[src/rtl/id_ex_pipe_reg_pkg.sv]
// Shared pipeline definitions: ALU op encodings and the 7-bit
// control bundle carried by ID/EX, EX/MEM and MEM/WB.
package id_ex_pipe_reg_pkg;

  localparam logic [1:0] ALU_OP_R  = 2'b10;
  localparam logic [1:0] ALU_OP_I  = 2'b00;
  localparam logic [1:0] ALU_OP_BR = 2'b01;

  localparam int ALU_OP_W = 2;
  localparam int CTRL_W   = 7;
  localparam int FUNCT_W  = 10;

  typedef struct packed {
    logic [ALU_OP_W-1:0] alu_op;
    logic                alu_src;
    logic                mem_read;
    logic                mem_write;
    logic                mem_to_reg;
    logic                reg_write;
  } ctrl_t;

  // ALU_OP_I doubles as the bubble encoding
  localparam ctrl_t CTRL_NOP = '{
    alu_op:     ALU_OP_I,
    alu_src:    1'b0,
    mem_read:   1'b0,
    mem_write:  1'b0,
    mem_to_reg: 1'b0,
    reg_write:  1'b0
  };

endpackage

[src/rtl/id_ex_pipe_reg_if.sv]
// ID-side inputs and EX-side outputs of the ID/EX register.
// master drives the ID side; slave is the register itself.
interface id_ex_pipe_reg_if
  import id_ex_pipe_reg_pkg::*;
#(
  parameter int DATA_W = 32,
  parameter int REG_W  = 5,
  parameter int CNT_W  = 32
);

  logic               start_i;
  logic               stall_i;
  logic               flush_i;
  logic               bubble_i;
  logic [1:0]         aluOp_i;
  logic               aluSrc_i;
  logic               memRead_i;
  logic               memWrite_i;
  logic               memToReg_i;
  logic               regWrite_i;
  logic [DATA_W-1:0]  pc_i;
  logic [DATA_W-1:0]  rs1Data_i;
  logic [DATA_W-1:0]  rs2Data_i;
  logic [DATA_W-1:0]  imm_i;
  logic [FUNCT_W-1:0] funct_i;
  logic [REG_W-1:0]   rs1Addr_i;
  logic [REG_W-1:0]   rs2Addr_i;
  logic [REG_W-1:0]   rdAddr_i;

  logic [1:0]         aluOp_o;
  logic               aluSrc_o;
  logic               memRead_o;
  logic               memWrite_o;
  logic               memToReg_o;
  logic               regWrite_o;
  logic [DATA_W-1:0]  pc_o;
  logic [DATA_W-1:0]  rs1Data_o;
  logic [DATA_W-1:0]  rs2Data_o;
  logic [DATA_W-1:0]  imm_o;
  logic [FUNCT_W-1:0] funct_o;
  logic [REG_W-1:0]   rs1Addr_o;
  logic [REG_W-1:0]   rs2Addr_o;
  logic [REG_W-1:0]   rdAddr_o;
  logic               valid_o;
  logic               loadUse_o;
  logic [CNT_W-1:0]   bubbleCnt_o;

  modport master (
    output start_i, stall_i, flush_i, bubble_i,
    output aluOp_i, aluSrc_i, memRead_i, memWrite_i,
    output memToReg_i, regWrite_i,
    output pc_i, rs1Data_i, rs2Data_i, imm_i, funct_i,
    output rs1Addr_i, rs2Addr_i, rdAddr_i,
    input  aluOp_o, aluSrc_o, memRead_o, memWrite_o,
    input  memToReg_o, regWrite_o,
    input  pc_o, rs1Data_o, rs2Data_o, imm_o, funct_o,
    input  rs1Addr_o, rs2Addr_o, rdAddr_o,
    input  valid_o, loadUse_o, bubbleCnt_o
  );

  modport slave (
    input  start_i, stall_i, flush_i, bubble_i,
    input  aluOp_i, aluSrc_i, memRead_i, memWrite_i,
    input  memToReg_i, regWrite_i,
    input  pc_i, rs1Data_i, rs2Data_i, imm_i, funct_i,
    input  rs1Addr_i, rs2Addr_i, rdAddr_i,
    output aluOp_o, aluSrc_o, memRead_o, memWrite_o,
    output memToReg_o, regWrite_o,
    output pc_o, rs1Data_o, rs2Data_o, imm_o, funct_o,
    output rs1Addr_o, rs2Addr_o, rdAddr_o,
    output valid_o, loadUse_o, bubbleCnt_o
  );

endinterface

[src/rtl/id_ex_pipe_reg_ctrl_bundle.sv]
// Control bundle + valid flop with hold and bubble insertion.
// Shared by every inter-stage register of the core.
module pipe_ctrl_bundle_reg
  import id_ex_pipe_reg_pkg::*;
(
  input  logic  clk,
  input  logic  rst,
  input  logic  hold,
  input  logic  bubble,
  input  ctrl_t d,
  output ctrl_t q,
  output logic  valid
);

  always_ff @(posedge clk or posedge rst) begin
    if (rst) begin
      q     <= CTRL_NOP;
      valid <= 1'b0;
    end else if (!hold) begin
      if (bubble) begin
        q     <= CTRL_NOP;
        valid <= 1'b0;
      end else begin
        q     <= d;
        valid <= 1'b1;
      end
    end
  end

endmodule

[src/rtl/id_ex_pipe_reg.sv]
// ID/EX pipeline register: control bundle, operands, bubble
// counter and the load-use hazard flag for the stall mux.
module id_ex_pipe_reg
  import id_ex_pipe_reg_pkg::*;
#(
  parameter int DATA_W = 32,
  parameter int REG_W  = 5,
  parameter int CNT_W  = 32
) (
  input logic             clk_i,
  input logic             rst_i,
  id_ex_pipe_reg_if.slave bus
);

  logic              hold;
  logic              kill;
  ctrl_t             ctrl_d;
  ctrl_t             ctrl_q;
  logic              valid;
  logic [REG_W-1:0]  rd_q;
  logic [CNT_W-1:0]  cnt;
  logic              hit;

  assign hold = !bus.start_i || bus.stall_i;
  // flush and bubble collapse into one bubble
  assign kill = bus.flush_i || bus.bubble_i;

  assign ctrl_d = '{
    alu_op:     bus.aluOp_i,
    alu_src:    bus.aluSrc_i,
    mem_read:   bus.memRead_i,
    mem_write:  bus.memWrite_i,
    mem_to_reg: bus.memToReg_i,
    reg_write:  bus.regWrite_i
  };

  pipe_ctrl_bundle_reg u_ctrl (
    .clk    (clk_i),
    .rst    (rst_i),
    .hold   (hold),
    .bubble (kill),
    .d      (ctrl_d),
    .q      (ctrl_q),
    .valid  (valid)
  );

  always_ff @(posedge clk_i or posedge rst_i) begin
    if (rst_i) begin
      bus.pc_o      <= '0;
      bus.rs1Data_o <= '0;
      bus.rs2Data_o <= '0;
      bus.imm_o     <= '0;
      bus.funct_o   <= '0;
      bus.rs1Addr_o <= '0;
      bus.rs2Addr_o <= '0;
      rd_q          <= '0;
    end else if (!hold) begin
      bus.pc_o      <= bus.pc_i;
      bus.rs1Data_o <= bus.rs1Data_i;
      bus.rs2Data_o <= bus.rs2Data_i;
      bus.imm_o     <= bus.imm_i;
      bus.funct_o   <= bus.funct_i;
      bus.rs1Addr_o <= bus.rs1Addr_i;
      bus.rs2Addr_o <= bus.rs2Addr_i;
      rd_q          <= kill ? '0 : bus.rdAddr_i;
    end
  end

  // saturating: stays at all-ones once reached
  always_ff @(posedge clk_i or posedge rst_i) begin
    if (rst_i)
      cnt <= '0;
    else if (!hold && kill && !(&cnt))
      cnt <= cnt + CNT_W'(1);
  end

  assign hit = (rd_q == bus.rs1Addr_i) ||
               (rd_q == bus.rs2Addr_i);

  assign bus.loadUse_o = !bus.stall_i && valid &&
                         ctrl_q.mem_read &&
                         (rd_q != '0) && hit;

  assign bus.aluOp_o     = ctrl_q.alu_op;
  assign bus.aluSrc_o    = ctrl_q.alu_src;
  assign bus.memRead_o   = ctrl_q.mem_read;
  assign bus.memWrite_o  = ctrl_q.mem_write;
  assign bus.memToReg_o  = ctrl_q.mem_to_reg;
  assign bus.regWrite_o  = ctrl_q.reg_write;
  assign bus.rdAddr_o    = rd_q;
  assign bus.valid_o     = valid;
  assign bus.bubbleCnt_o = cnt;

endmodule

[src/flat_wrapper.sv]
// flat-port wrapper written by rule: the top's interface ports become plain ports
module id_ex_pipe_reg_flat import id_ex_pipe_reg_pkg::*;
#(
  parameter int DATA_W = 32,
  parameter int REG_W  = 5,
  parameter int CNT_W  = 32
)
  (clk_i, rst_i, bus_start_i, bus_stall_i, bus_flush_i, bus_bubble_i, bus_aluOp_i, bus_aluSrc_i, bus_memRead_i, bus_memWrite_i, bus_memToReg_i, bus_regWrite_i, bus_pc_i, bus_rs1Data_i, bus_rs2Data_i, bus_imm_i, bus_funct_i, bus_rs1Addr_i, bus_rs2Addr_i, bus_rdAddr_i, bus_aluOp_o, bus_aluSrc_o, bus_memRead_o, bus_memWrite_o, bus_memToReg_o, bus_regWrite_o, bus_pc_o, bus_rs1Data_o, bus_rs2Data_o, bus_imm_o, bus_funct_o, bus_rs1Addr_o, bus_rs2Addr_o, bus_rdAddr_o, bus_valid_o, bus_loadUse_o, bus_bubbleCnt_o);
  id_ex_pipe_reg_if #(.DATA_W(DATA_W), .REG_W(REG_W), .CNT_W(CNT_W)) bus_i ();
  input logic clk_i;
  input logic rst_i;
  input wire logic [$bits(bus_i.start_i)-1:0] bus_start_i;
  input wire logic [$bits(bus_i.stall_i)-1:0] bus_stall_i;
  input wire logic [$bits(bus_i.flush_i)-1:0] bus_flush_i;
  input wire logic [$bits(bus_i.bubble_i)-1:0] bus_bubble_i;
  input wire logic [$bits(bus_i.aluOp_i)-1:0] bus_aluOp_i;
  input wire logic [$bits(bus_i.aluSrc_i)-1:0] bus_aluSrc_i;
  input wire logic [$bits(bus_i.memRead_i)-1:0] bus_memRead_i;
  input wire logic [$bits(bus_i.memWrite_i)-1:0] bus_memWrite_i;
  input wire logic [$bits(bus_i.memToReg_i)-1:0] bus_memToReg_i;
  input wire logic [$bits(bus_i.regWrite_i)-1:0] bus_regWrite_i;
  input wire logic [$bits(bus_i.pc_i)-1:0] bus_pc_i;
  input wire logic [$bits(bus_i.rs1Data_i)-1:0] bus_rs1Data_i;
  input wire logic [$bits(bus_i.rs2Data_i)-1:0] bus_rs2Data_i;
  input wire logic [$bits(bus_i.imm_i)-1:0] bus_imm_i;
  input wire logic [$bits(bus_i.funct_i)-1:0] bus_funct_i;
  input wire logic [$bits(bus_i.rs1Addr_i)-1:0] bus_rs1Addr_i;
  input wire logic [$bits(bus_i.rs2Addr_i)-1:0] bus_rs2Addr_i;
  input wire logic [$bits(bus_i.rdAddr_i)-1:0] bus_rdAddr_i;
  output wire logic [$bits(bus_i.aluOp_o)-1:0] bus_aluOp_o;
  output wire logic [$bits(bus_i.aluSrc_o)-1:0] bus_aluSrc_o;
  output wire logic [$bits(bus_i.memRead_o)-1:0] bus_memRead_o;
  output wire logic [$bits(bus_i.memWrite_o)-1:0] bus_memWrite_o;
  output wire logic [$bits(bus_i.memToReg_o)-1:0] bus_memToReg_o;
  output wire logic [$bits(bus_i.regWrite_o)-1:0] bus_regWrite_o;
  output wire logic [$bits(bus_i.pc_o)-1:0] bus_pc_o;
  output wire logic [$bits(bus_i.rs1Data_o)-1:0] bus_rs1Data_o;
  output wire logic [$bits(bus_i.rs2Data_o)-1:0] bus_rs2Data_o;
  output wire logic [$bits(bus_i.imm_o)-1:0] bus_imm_o;
  output wire logic [$bits(bus_i.funct_o)-1:0] bus_funct_o;
  output wire logic [$bits(bus_i.rs1Addr_o)-1:0] bus_rs1Addr_o;
  output wire logic [$bits(bus_i.rs2Addr_o)-1:0] bus_rs2Addr_o;
  output wire logic [$bits(bus_i.rdAddr_o)-1:0] bus_rdAddr_o;
  output wire logic [$bits(bus_i.valid_o)-1:0] bus_valid_o;
  output wire logic [$bits(bus_i.loadUse_o)-1:0] bus_loadUse_o;
  output wire logic [$bits(bus_i.bubbleCnt_o)-1:0] bus_bubbleCnt_o;
  assign bus_i.start_i = bus_start_i;
  assign bus_i.stall_i = bus_stall_i;
  assign bus_i.flush_i = bus_flush_i;
  assign bus_i.bubble_i = bus_bubble_i;
  assign bus_i.aluOp_i = bus_aluOp_i;
  assign bus_i.aluSrc_i = bus_aluSrc_i;
  assign bus_i.memRead_i = bus_memRead_i;
  assign bus_i.memWrite_i = bus_memWrite_i;
  assign bus_i.memToReg_i = bus_memToReg_i;
  assign bus_i.regWrite_i = bus_regWrite_i;
  assign bus_i.pc_i = bus_pc_i;
  assign bus_i.rs1Data_i = bus_rs1Data_i;
  assign bus_i.rs2Data_i = bus_rs2Data_i;
  assign bus_i.imm_i = bus_imm_i;
  assign bus_i.funct_i = bus_funct_i;
  assign bus_i.rs1Addr_i = bus_rs1Addr_i;
  assign bus_i.rs2Addr_i = bus_rs2Addr_i;
  assign bus_i.rdAddr_i = bus_rdAddr_i;
  assign bus_aluOp_o = bus_i.aluOp_o;
  assign bus_aluSrc_o = bus_i.aluSrc_o;
  assign bus_memRead_o = bus_i.memRead_o;
  assign bus_memWrite_o = bus_i.memWrite_o;
  assign bus_memToReg_o = bus_i.memToReg_o;
  assign bus_regWrite_o = bus_i.regWrite_o;
  assign bus_pc_o = bus_i.pc_o;
  assign bus_rs1Data_o = bus_i.rs1Data_o;
  assign bus_rs2Data_o = bus_i.rs2Data_o;
  assign bus_imm_o = bus_i.imm_o;
  assign bus_funct_o = bus_i.funct_o;
  assign bus_rs1Addr_o = bus_i.rs1Addr_o;
  assign bus_rs2Addr_o = bus_i.rs2Addr_o;
  assign bus_rdAddr_o = bus_i.rdAddr_o;
  assign bus_valid_o = bus_i.valid_o;
  assign bus_loadUse_o = bus_i.loadUse_o;
  assign bus_bubbleCnt_o = bus_i.bubbleCnt_o;
  id_ex_pipe_reg #(.DATA_W(DATA_W), .REG_W(REG_W), .CNT_W(CNT_W)) u_core (.clk_i(clk_i), .rst_i(rst_i), .bus(bus_i));
endmodule
[config.mk]
export PLATFORM = sky130hd
export DESIGN_NAME = id_ex_pipe_reg_flat
export DESIGN_NICKNAME = d
export VERILOG_FILES = /design/src/rtl/id_ex_pipe_reg_pkg.sv /design/src/rtl/id_ex_pipe_reg_if.sv /design/src/rtl/id_ex_pipe_reg_ctrl_bundle.sv /design/src/rtl/id_ex_pipe_reg.sv /design/src/flat_wrapper.sv
export SDC_FILE = /design/constraint.sdc
export NUM_CORES = 1
export LEC_CHECK = 0
export CAP_MARGIN = 10
export CORE_MARGIN = 2
export CORE_UTILIZATION = 35
export DETAILED_ROUTE_END_ITERATION = 12
export GPL_TIMING_DRIVEN = 0
export PLACE_DENSITY = 0.77
export SYNTH_ARGS = -nofsm -noshare
export SYNTH_HDL_FRONTEND = slang
export SYNTH_SLANG_ARGS = --single-unit
export TNS_END_PERCENT = 5
[constraint.sdc]
create_clock -name clk_i -period 9.3 [get_ports clk_i]
set_input_delay 0.93 -clock clk_i [delete_from_list [all_inputs] [get_ports clk_i]]
set_output_delay 0.93 -clock clk_i [all_outputs]
set_load 0.1 [all_outputs]
# Yosys cells after proc, flatten, opt, wreduce, memory -nomap -nowiden
# Cells that the tools add are included.
[word_totals] ff_bits=193 inputBits=166 output_inout_bits=194 wordCells=37
[op_classes] add_sub_neg=1 eq_ne=2 n_mux=3 reduce_logical=15
[op_table] cell="32-bit by 1-bit adder with 32-bit output, second input constant" count=1
[op_table] cell="32-bit AND reduction" count=1
[op_table] cell="5-bit equality test" count=2
[op_table] cell="7-bit two-way mux" count=1
[op_table] cell="1-bit logical AND" count=6
[op_table] cell="5-bit two-way mux" count=1
[op_table] cell="5-bit nonzero test" count=1
[op_table] cell="1-bit logical NOT" count=4
[op_table] cell="1-bit logical OR" count=3
[op_table] cell="1-bit two-way mux" count=1

# Logic depth before layout (Yosys ltp)
# Gate-level depths: netlist (run 1).
[depth] depth_word=5 mapped_depth=7 ltp_nobuf=6

# Hierarchy
# Synthesis (run 1) repeated with hierarchy kept, for this count alone.
[hier_totals] hier_cells=820 area_unflattened_um2=7721.2
[modules_own_cells] module="id_ex_pipe_reg" instances=1 cells_per_inst=799 area_per_inst_um2=7410.9 seq_area_each_um2=4629.4
[modules_own_cells] module="pipe_ctrl_bundle_reg" instances=1 cells_per_inst=21 area_per_inst_um2=310.3 seq_area_each_um2=200.2

# Least setup slack after synthesis (run 1)
# OpenSTA, ideal clock, no wires.
[synth_timing] path_type="flip-flop to output port" from="register u_core.rd_q[3], in the netlist u_core.bus.rdAddr_o[3]" to="output bus_loadUse_o" t_arrival_ps=6180 t_required_ps=8370 setup_slack_ps=2190 path_stages_with_launch=6 n_path_buf=0 cell_sequence="dfrtp_1 > xnor2_1 > nand3_1 > nor3_1 > a31oi_1 > a2111oi_0"
[synth_via] elab_chain_cells=3 elab_cells_between_ends=6 cone_classes="eq/ne: 2; reduce/logical: 4"
[synth_lines] element="from (decl)" line="id_ex_pipe_reg.sv:20" rtl="logic [REG_W-1:0] rd_q;"
[synth_lines] element="from (signal assigned)" line="id_ex_pipe_reg.sv:65" rtl="rd_q <= kill ? '0 : bus.rdAddr_i;"
[synth_lines] element="5-bit equality test (tied with other cells)" line="id_ex_pipe_reg.sv:77" rtl="assign hit = (rd_q == bus.rs1Addr_i) ||"
[synth_lines] element="1-bit logical OR / 1-bit logical AND (equally long branches)" line="id_ex_pipe_reg.sv:77, id_ex_pipe_reg.sv:81"
[synth_lines] element="1-bit logical AND *" line="id_ex_pipe_reg.sv:82" rtl="(rd_q != '0) && hit;"
[synth_lines] element="to (decl)" line="flat_wrapper.sv:45" rtl="output wire logic [$bits(bus_i.loadUse_o)-1:0] bus_loadUse_o;"
# Mark *: on every way between the ends. The rest lies on a longest branch, timed or not.

# Worst setup path after layout (run 1)
[layout_timing] from="input bus_rs1Addr_i[4]" to="output bus_loadUse_o"
[layout_via] elab_chain_cells=3
[layout_lines] element="from (decl)" line="flat_wrapper.sv:27" rtl="input wire logic [$bits(bus_i.rs1Addr_i)-1:0] bus_rs1Addr_i;"
[layout_lines] element="5-bit equality test" line="id_ex_pipe_reg.sv:77"
[layout_lines] element="1-bit logical OR" line="id_ex_pipe_reg.sv:77"
[layout_lines] element="1-bit logical AND" line="id_ex_pipe_reg.sv:82"
# Every way passes these cells.

==> results.py, run 1 <==
metrics = {
    "timing": {
        "hold_violations": 0,
        "max_slew_margin": 0.291,
        "fmax_ghz": 0.225,
        "period_needed_ns": 4.45,
        "tightest_slew_ns": 1.06,
        "fin_setup_tns_ns": 0,
        "setup_viol": 0,
        "timing.final.crit_share": 0.478,
        "clock_skew_ns": 0.00639,
        "slew_viol_final": 0,
        "rsz0062_at_grt": "false",
        "hold_slack_ns": 0.501,
    },
    "route": {
        "drc": 0,
        "num_vias": 5675,
        "first_pass_iters": 4,
        "wire_per_inst_um": 18.0,
        "postRouteAntennaNets": 0,
        "vias_per_cell": 4.77,
        "drt_wl_total_mm": 21.4,
        "initialDrtViolationCount": 259,
    },
    "clock_tree": {
        "cts.sinks": 193,
        "numCtsBuffers": 17,
        "cts_root_buffer": "clkbuf_16",
        "htree_levels": 4,
        "cts_tree": "yes",
        "post_cts_resized": 0,
        "cts_max_path_buffers": 2,
        "path_clk_slew_ns": 0.08,
        "clk_latency_ns": 0.42,
        "hold_buffers": 0,
        "postCtsSetupBuffers": 0,
    },
    "global_routing": {
        "overflow": 0,
        "track_usage": 0.184,
        "met1_usage": 0.234,
        "grt_pass1_vias": 5947,
        "grt_pass1_wl_mm": 33.8,
        "grt-busiest-layer": "met2",
        "antenna_found_initial": 0,
        "grt_max_degree": 102,
        "gr-usage-met3": 0.0486,
        "grtUsageMet2": 0.312,
    },
    "run": {
        "cap_violations": 0,
    },
    "layout": {
        "syn_to_final_growth_pct": 58.8,
        "drive_gt1_frac": 0.230,
        "fin_nets": 1064,
        "antenna_cells": 0,
        "nFillCells": 1796,
        "postLayoutCoreUtil": 0.563,
        "final_cells": 1189,
    },
    "synth": {
        "yosys_most_used_dff": "dfrtp_1",
        "synth_cell_types": 35,
        "synthArstFlopShare": 1.00,
        "synth-edff-count": 0,
        "synthesis.nets": 685,
        "synth_top_area_frac": 0.626,
        "synth-seq-cells": 193,
        "synth-seq-area-share": 0.626,
        "yosys.area.top_type": "dfrtp_1",
        "synth.area.top_cells": "dfrtp_1, mux2_2, xnor2_1, xor2_1, a22o_1",
        "avgSynthCellArea_um2": 14.9,
        "netlist_instances": 518,
        "synth_area_mm2": 0.00772,
        "ys.warnings.count": 0,
    },
    "critical_path": {
        "cp.arrival_ns": 3.52,
        "slowest_delay_ns": 1.21,
        "worstPathMaxFanout": 2,
        "worstPathCellList": "clkdlybuf4s50_1 -> xnor2_1 -> nand3_1 -> nor3_1 -> a31oi_1 -> a2111oi_0 -> clkdlybuf4s50_1",
        "crit_buf_inv": 2,
        "end_kind": "output pin",
        "start_kind": "primary input",
        "path_common_cell": "clkdlybuf4s50_1",
        "worstPathRequired_ns": 8.37,
        "critical_path.top_delay_family": "buffers and inverters",
        "criticalPathCategory": "in -> out",
        "slowest_stage": "clkdlybuf4s50_1",
    },
    "pwr": {
        "finalPower_mw": 3.04,
        "p_leak_nw": 5.13,
        "power-per-cell-area_mw_per_mm2": 248,
        "irDropWorstVdd_v": 0.000141,
    },
    "place": {
        "dp_cells": 1158,
        "gp_congestion": 0.802,
        "place_hpwl_mm": 16.1,
        "io_buffers": 359,
    },
    "floorplanning": {
        "dieArea_mm2": 0.0233,
        "rows": 54,
        "initial_utilization": 0.355,
        "num_io_pins": 360,
        "die_h_um": 152,
        "coreArea_mm2": 0.0218,
        "die_x_um": 152,
    },
    "status": {
        "status": "completed",
    },
    "worst_hold_path": {
        "worstHoldPathType": "reg -> reg",
    },
}
## synthesized netlist by cell type (4+ instances only)
master / count
buf_2: 17
nand3_1: 12
clkbuf_1: 4
xnor2_1: 22
xor2_1: 17
dfrtp_1: 193
nor3_1: 16
and3_1: 6
a22o_1: 12
nand2_1: 17
nor2_1: 12
nand4_1: 13
mux2_2: 148
## through the flow
stage               instance area, µm²  setup WS [ns]
floorplan                         7720           2.19
global placement                 11700          0.366
detailed placement               11700           4.86
CTS                              12300           4.84
global route                     12300           4.72
finish                           12300           4.85
## sequential cells by signal, indices dropped and copies added (netlist names), 5 cells and up
name and cells:
u_core.bus.rs2Data_o 32, u_core.u_ctrl.q 7, u_core.bus.rs1Addr_o 5, u_core.bus.rdAddr_o 5, u_core.bus.imm_o 32, u_core.bus.bubbleCnt_o 32, u_core.bus.funct_o 10, u_core.bus.rs2Addr_o 5
u_core.bus.pc_o 32, u_core.bus.rs1Data_o 32
## routing by layer
layer  vias up  wire, µm
met5         -         0
met4         0       367
met3        25      1420
met2       228     10700
met1      2826      8980
li1       2596         -
## cells in the final DEF, fill, tap and decap left out, types with 4 or more instances in the layout
cell               n
mux2_2           148
a22o_1            12
nor3_1            16
clkbuf_16         17
clkdlybuf4s50_1  359
nor2_1            12
nand2_1           17
xnor2_1           22
nand4_1           13
inv_8              4
and3_1             6
buf_2             17
clkbuf_1           4
nand3_1           12
xor2_1            17
dfrtp_1          193
## worst reg2reg max path, stage by stage, from the launching register on
cell and delay [ns]:
dfrtp_1 0.44, nand3_1 0.20, nor3_2 0.35, nand3_1 0.31, nor3_1 0.24, mux2_1 0.35
## kinds of logic after synthesis
group / share of synthesized area
flip-flops: 0.626
AO/OA/AOI/OAI: 0.0195
adder cells (fa/ha/maj): 0.00162
XOR/XNOR: 0.0443
AND/OR/NAND/NOR: 0.0741
multiplexers: 0.219
buffers and inverters: 0.0159
## path summary, 6_finish.rpt
check                                           start                          to  slack (ns)  cells after the start
max                                  bus_rs1Addr_i[4]               bus_loadUse_o        4.85                      7
min reg2reg                u_core.bus.bubbleCnt_o[31]  u_core.bus.bubbleCnt_o[31]        0.50                      1
max in group asynchronous                       rst_i  u_core.bus.bubbleCnt_o[11]        7.38                      3
min                        u_core.bus.bubbleCnt_o[31]  u_core.bus.bubbleCnt_o[31]        0.50                      1
min in group asynchronous                       rst_i          u_core.bus.pc_o[8]        1.00                      2
max reg2reg                u_core.bus.bubbleCnt_o[15]  u_core.bus.bubbleCnt_o[24]        7.30                      5
## layout make-up
cell class	count	area [µm²]	share of cell area
sequential	193	4830	0.394
timing repair buffer	360	3620	0.295
multi-input combinational	300	2770	0.226
clock buffer	18	439	0.0358
tap	280	350	0.0286
clock inverter	13	123	0.0100
buffer	22	111	0.00908
inverter	3	18.8	0.00153
## report_power, final
group | internal, mW | switching (mW) | leakage (nW)
clock network | 0.360 | 0.349 | 0.272
registers | 0.949 | 0.0700 | 2.35
logic | 0.340 | 0.976 | 2.51
total | 1.65 | 1.40 | 5.13
(Power assumes the default switching activity.)
==> run 2: changes to the inputs <==
--- a/config.mk
+++ b/config.mk
@@ -10,7 +10,7 @@
 export CORE_UTILIZATION = 35
 export DETAILED_ROUTE_END_ITERATION = 12
 export GPL_TIMING_DRIVEN = 0
-export PLACE_DENSITY = 0.77
+export PLACE_DENSITY = 0.8
 export SYNTH_ARGS = -nofsm -noshare
 export SYNTH_HDL_FRONTEND = slang
 export SYNTH_SLANG_ARGS = --single-unit
==> constraint.sdc (replaced) <==
create_clock -name clk_i -period 4 [get_ports clk_i]
set_input_delay 0.4 -clock clk_i [delete_from_list [all_inputs] [get_ports clk_i]]
set_output_delay 0.4 -clock clk_i [all_outputs]
set_load 0.1 [all_outputs]
==> run 2 against run 1 <==
Against the previous run:
- final cell count rose by 0.42%
- routed wire length is 2.4% higher
- combinational power rose by 130%
- critical path type is now reg -> out
==> results.py, run 2 (same netlist as run 1, synthesis figures left out) <==
metrics = {
    "status": {
        "status": "completed",
    },
    "timing": {
        "period_needed_ns": 3.51,
        "tightest_slew_ns": 1.07,
        "hold_violations": 0,
        "fin_setup_tns_ns": 0,
        "timing.final.crit_share": 0.877,
        "hold_slack_ns": 0.359,
        "fmax_ghz": 0.285,
        "setup_viol": 0,
        "max_slew_margin": 0.285,
        "setup_slack_ns": 0.494,
        "rsz0062_at_grt": "false",
        "clock_skew_ns": 0.0116,
        "slew_viol_final": 0,
    },
    "route": {
        "vias_per_cell": 4.80,
        "num_vias": 5729,
        "first_pass_iters": 5,
        "wire_per_inst_um": 18.4,
        "initialDrtViolationCount": 292,
        "drc": 0,
        "postRouteAntennaNets": 0,
        "drt_wl_total_mm": 22.0,
    },
    "floorplanning": {
        "coreArea_mm2": 0.0218,
        "die_x_um": 152,
        "initial_utilization": 0.355,
        "rows": 54,
        "die_h_um": 152,
        "dieArea_mm2": 0.0233,
        "num_io_pins": 360,
    },
    "clock_tree": {
        "cts.sinks": 193,
        "numCtsBuffers": 17,
        "post_cts_resized": 0,
        "cts_tree": "yes",
        "postCtsSetupBuffers": 0,
        "cts_max_path_buffers": 2,
        "path_clk_slew_ns": 0.08,
        "clk_latency_ns": 0.42,
        "htree_levels": 4,
        "cts_root_buffer": "clkbuf_16",
        "hold_buffers": 0,
    },
    "place": {
        "gp_congestion": 0.813,
        "dp_cells": 1162,
        "dp_slack_ns": 0.546,
        "place_area_mm2": 0.0118,
        "io_buffers": 359,
        "place_hpwl_mm": 16.7,
    },
    "global_routing": {
        "grt_pass1_vias": 6223,
        "track_usage": 0.188,
        "grt_max_degree": 43,
        "grtUsageMet2": 0.313,
        "met1_usage": 0.238,
        "overflow": 0,
        "grt-busiest-layer": "met2",
        "antenna_found_initial": 0,
        "gr-usage-met3": 0.0540,
        "grt_pass1_wl_mm": 34.7,
    },
    "pwr": {
        "irDropWorstVdd_v": 0.000520,
        "p_leak_nw": 5.16,
        "power-per-cell-area_mw_per_mm2": 579,
    },
    "critical_path": {
        "cp.arrival_ns": 3.11,
        "worstPathMaxFanout": 5,
        "worstPathRequired_ns": 3.60,
        "timing.rr.start": "u_core.bus.bubbleCnt_o[15]",
        "start_kind": "register",
        "criticalPathCategory": "reg -> out",
        "r2r_cells": 5,
        "end_kind": "output pin",
        "regToRegSetupSlack_ns": 2.02,
        "r2r-end": "u_core.bus.bubbleCnt_o[24]",
    },
    "layout": {
        "syn_to_final_growth_pct": 60.2,
        "drive_gt1_frac": 0.234,
        "antenna_cells": 0,
        "final_cells": 1194,
        "final_common_cell": "clkdlybuf4s50_1",
        "fin_area_mm2": 0.0124,
        "final_cell_mix": "clkdlybuf4s50_1, dfrtp_1, mux2_2",
        "fin_nets": 1068,
    },
    "run": {
        "cap_violations": 0,
    },
    "worst_hold_path": {
        "worstHoldPathType": "in -> async",
    },
}
## run 2: cell count changes in the layout (fill, tap and decap cells not counted)
cell / delta
inv_6: -1
clkinv_4: -2
clkinvlp_4: +3
a2111oi_1: +1
bufinv_16: +1
clkbuf_8: -1
buf_12: +5
clkinv_8: +2
buf_16: -1
inv_8: -1
a2111oi_0: -1
## run 2: how the worst max path moves through the flow
stage	from	to	slack [ns]	depth (start not counted)
final	u_core.bus.rdAddr_o[4]	bus_loadUse_o	0.49	6
after global routing	u_core.bus.rdAddr_o[4]	bus_loadUse_o	0.33	6
after CTS	u_core.bus.rdAddr_o[3]	bus_loadUse_o	0.44	6
after detailed placement	bus_rs1Addr_i[3]	bus_loadUse_o	0.55	7
after global placement	rst_i	u_core.bus.rs1Data_o[0]	-0.49	2
after floorplan	u_core.bus.rdAddr_o[3]	bus_loadUse_o	-1.21	5
## run 2: layer usage
layer / part of all wire / vias up
met3: 0.072 / 28
li1: - / 2598
met2: 0.49 / 250
met1: 0.41 / 2853
met5: 0 / -
met4: 0.021 / 0
## run 2: area by class of cell
type	count	area, µm²
fill	1752	9390
timing repair buffer	364	3690
buffer	22	111
multi-input combinational	300	2770
sequential	193	4830
tap	280	350
inverter	3	15.0
clock buffer	17	425
clock inverter	15	174
## run 2: power breakdown
part	total (mW)	internal, mW	switching [mW]	leakage [nW]
clock	1.72	0.892	0.828	0.280
combinational	3.06	0.797	2.27	2.54
sequential	2.38	2.21	0.172	2.35
## run 2: through the flow
| stage | utilization | total power, mW |
|---|---|---|
| 6_report | 0.568 | 7.16 |
| 5_1_grt | 0.568 | 7.40 |
| 4_1_cts | 0.568 | 7.23 |
| 3_5_place_dp | 0.541 | 5.49 |
| 3_3_place_gp | 0.536 | 5.44 |
| 2_1_floorplan | - | 4.63 |
## run 2: worst max-delay path: stages (launching register included)
cell and delay (ns):
dfrtp_1 0.49, xnor2_1 0.20, nand3_1 0.11, nor3_1 0.20, a31oi_1 0.09, a2111oi_1 0.38
clkdlybuf4s50_1 1.22
==> run 3: changes to the inputs <==
--- a/config.mk
+++ b/config.mk
@@ -6,6 +6,7 @@
 export NUM_CORES = 1
 export LEC_CHECK = 0
 export CAP_MARGIN = 10
+export CORE_ASPECT_RATIO = 1.5
 export CORE_MARGIN = 2
 export CORE_UTILIZATION = 35
 export DETAILED_ROUTE_END_ITERATION = 12
==> constraint.sdc (replaced) <==
create_clock -name clk_i -period 4 [get_ports clk_i]
set_input_delay 1.2 -clock clk_i [delete_from_list [all_inputs] [get_ports clk_i]]
set_output_delay 1.2 -clock clk_i [all_outputs]
set_load 0.1 [all_outputs]
==> run 3 against run 2 <==
Against the previous run:
- combinational power hardly changed
- final cell count is 0.67% lower
- sequential power hardly changed
- sequential share of layout area hardly changed
- first-iteration DRC count is 29% lower
- critical endpoint unchanged
- largest cell class unchanged
==> results.py, run 3 (same netlist as run 1, synthesis figures left out) <==
metrics = {
    "floorplanning": {
        "die_h_um": 186,
        "num_io_pins": 360,
        "rows": 66,
        "initial_utilization": 0.357,
        "die_x_um": 125,
        "coreArea_mm2": 0.0216,
        "dieArea_mm2": 0.0233,
    },
    "clock_tree": {
        "htree_levels": 4,
        "cts.sinks": 193,
        "cts_max_path_buffers": 2,
        "cts_tree": "yes",
        "postCtsSetupBuffers": 0,
        "clk_latency_ns": 0.43,
        "path_clk_slew_ns": 0.07,
        "cts_root_buffer": "clkbuf_16",
        "numCtsBuffers": 17,
        "hold_buffers": 0,
    },
    "timing": {
        "period_needed_ns": 3.92,
        "clock_skew_ns": 0.00996,
        "slew_viol_final": 0,
        "setup_slack_ns": 0.0765,
        "max_slew_margin": 0.286,
        "tightest_slew_ns": 1.07,
        "rsz0062_at_grt": "false",
        "fmax_ghz": 0.255,
        "hold_slack_ns": 0.494,
        "timing.final.crit_share": 0.981,
        "hold_violations": 0,
        "setup_viol": 0,
        "fin_setup_tns_ns": 0,
    },
    "route": {
        "vias_per_cell": 4.80,
        "wire_per_inst_um": 18.0,
        "num_vias": 5698,
        "initialDrtViolationCount": 207,
        "first_pass_iters": 5,
        "drt_wl_total_mm": 21.3,
        "drc": 0,
        "postRouteAntennaNets": 0,
    },
    "global_routing": {
        "grt_pass1_vias": 6040,
        "grt_max_degree": 43,
        "overflow": 0,
        "track_usage": 0.184,
        "grt_pass1_wl_mm": 33.1,
        "antenna_found_initial": 0,
    },
    "layout": {
        "final_common_cell": "clkdlybuf4s50_1",
        "antenna_cells": 0,
        "fin_nets": 1068,
        "final_cell_mix": "clkdlybuf4s50_1, dfrtp_1, mux2_2",
        "fin_area_mm2": 0.0124,
        "drive_gt1_frac": 0.236,
        "syn_to_final_growth_pct": 60.2,
    },
    "place": {
        "place_area_mm2": 0.0118,
        "place_hpwl_mm": 16.5,
        "dp_slack_ns": -0.954,
        "io_buffers": 359,
        "gp_congestion": 0.785,
    },
    "critical_path": {
        "r2r_cells": 5,
        "end_kind": "output pin",
        "worstPathMaxFanout": 2,
        "cp.arrival_ns": 2.72,
        "slowest_delay_ns": 0.45,
        "slowest_stage": "clkdlybuf4s50_1",
        "worstPathCellList": "clkdlybuf4s50_1 -> xor2_1 -> nor3_2 -> a31oi_1 -> a2111oi_2 -> buf_6",
        "criticalPathCategory": "in -> out",
        "worstPathRequired_ns": 2.80,
        "start_kind": "primary input",
    },
    "worst_hold_path": {
        "worstHoldPathType": "reg -> reg",
        "min_path_cells": 1,
    },
    "pwr": {
        "irDropWorstVdd_v": 0.000445,
        "power-per-cell-area_mw_per_mm2": 579,
        "finalPower_mw": 7.15,
        "p_leak_nw": 5.19,
    },
    "run": {
        "cap_violations": 0,
    },
    "status": {
        "status": "completed",
    },
}
-- run 3: cell count changes in the layout (fill, tap and decap cells not counted), moves of 2 or more --
| cell | delta |
|---|---|
| clkinvlp_4 | -2 |
| dlygate4sd2_1 | +7 |
| clkbuf_8 | +5 |
| clkinv_8 | -3 |
| clkinv_2 | +3 |
| clkdlybuf4s50_1 | -8 |
| inv_8 | -3 |
| inv_6 | -2 |
-- run 3: metal layers --
| layer | share of wire | GRT usage | routed length, µm |
|---|---|---|---|
| met5 | 0 | 0 | 0 |
| met2 | 0.53 | 0.335 | 11400 |
| met4 | 0.023 | 0.0680 | 498 |
| met3 | 0.081 | 0.0632 | 1720 |
| met1 | 0.36 | 0.199 | 7720 |
-- run 3: power by group --
group	internal [mW]	total, mW	switching, mW
combinational	0.794	3.05	2.26
sequential	2.21	2.37	0.164
clock	1.00	1.73	0.726
-- run 3: worst paths after layout --
check                                           start                          to  slack, ns
setup / recovery                     bus_rs1Addr_i[0]               bus_loadUse_o       0.08
hold / removal             u_core.bus.bubbleCnt_o[31]  u_core.bus.bubbleCnt_o[31]       0.49
setup reg to reg           u_core.bus.bubbleCnt_o[15]  u_core.bus.bubbleCnt_o[24]       1.98
hold reg to reg            u_core.bus.bubbleCnt_o[31]  u_core.bus.bubbleCnt_o[31]       0.49
max in group asynchronous                       rst_i         u_core.bus.imm_o[5]       1.87
min in group asynchronous                       rst_i         u_core.bus.pc_o[28]       1.12
-- run 3: timing repair --
item	CTS	global route
gates cloned	0	0
endpoints found under the setup margin	1	1
pin swaps	5	0
resized for setup	15	2
-- run 3: area by class of cell --
class,count,area (µm²)
Fill cell,1772,9280
Sequential cell,193,4830
Timing Repair Buffer,364,3690
Multi-Input combinational cell,300,2780
Clock buffer,23,498
Tap cell,272,340
Buffer,22,111
Clock inverter,9,104
Inverter,3,15.0
-- run 3: through the flow --
step                      instances   util
final                          1186  0.571
after global routing           1186  0.571
after CTS                      1186  0.571
after detailed placement       1154  0.543
after global placement         1149  0.539
after floorplan                 518      -
-- run 3: worst max-delay path: cells and delay by family --
family / cells / cell delay (ns)
compound gates: 2 / 0.44
buf+inv: 2 / 0.73
simple gates: 1 / 0.16
xor+xnor: 1 / 0.18
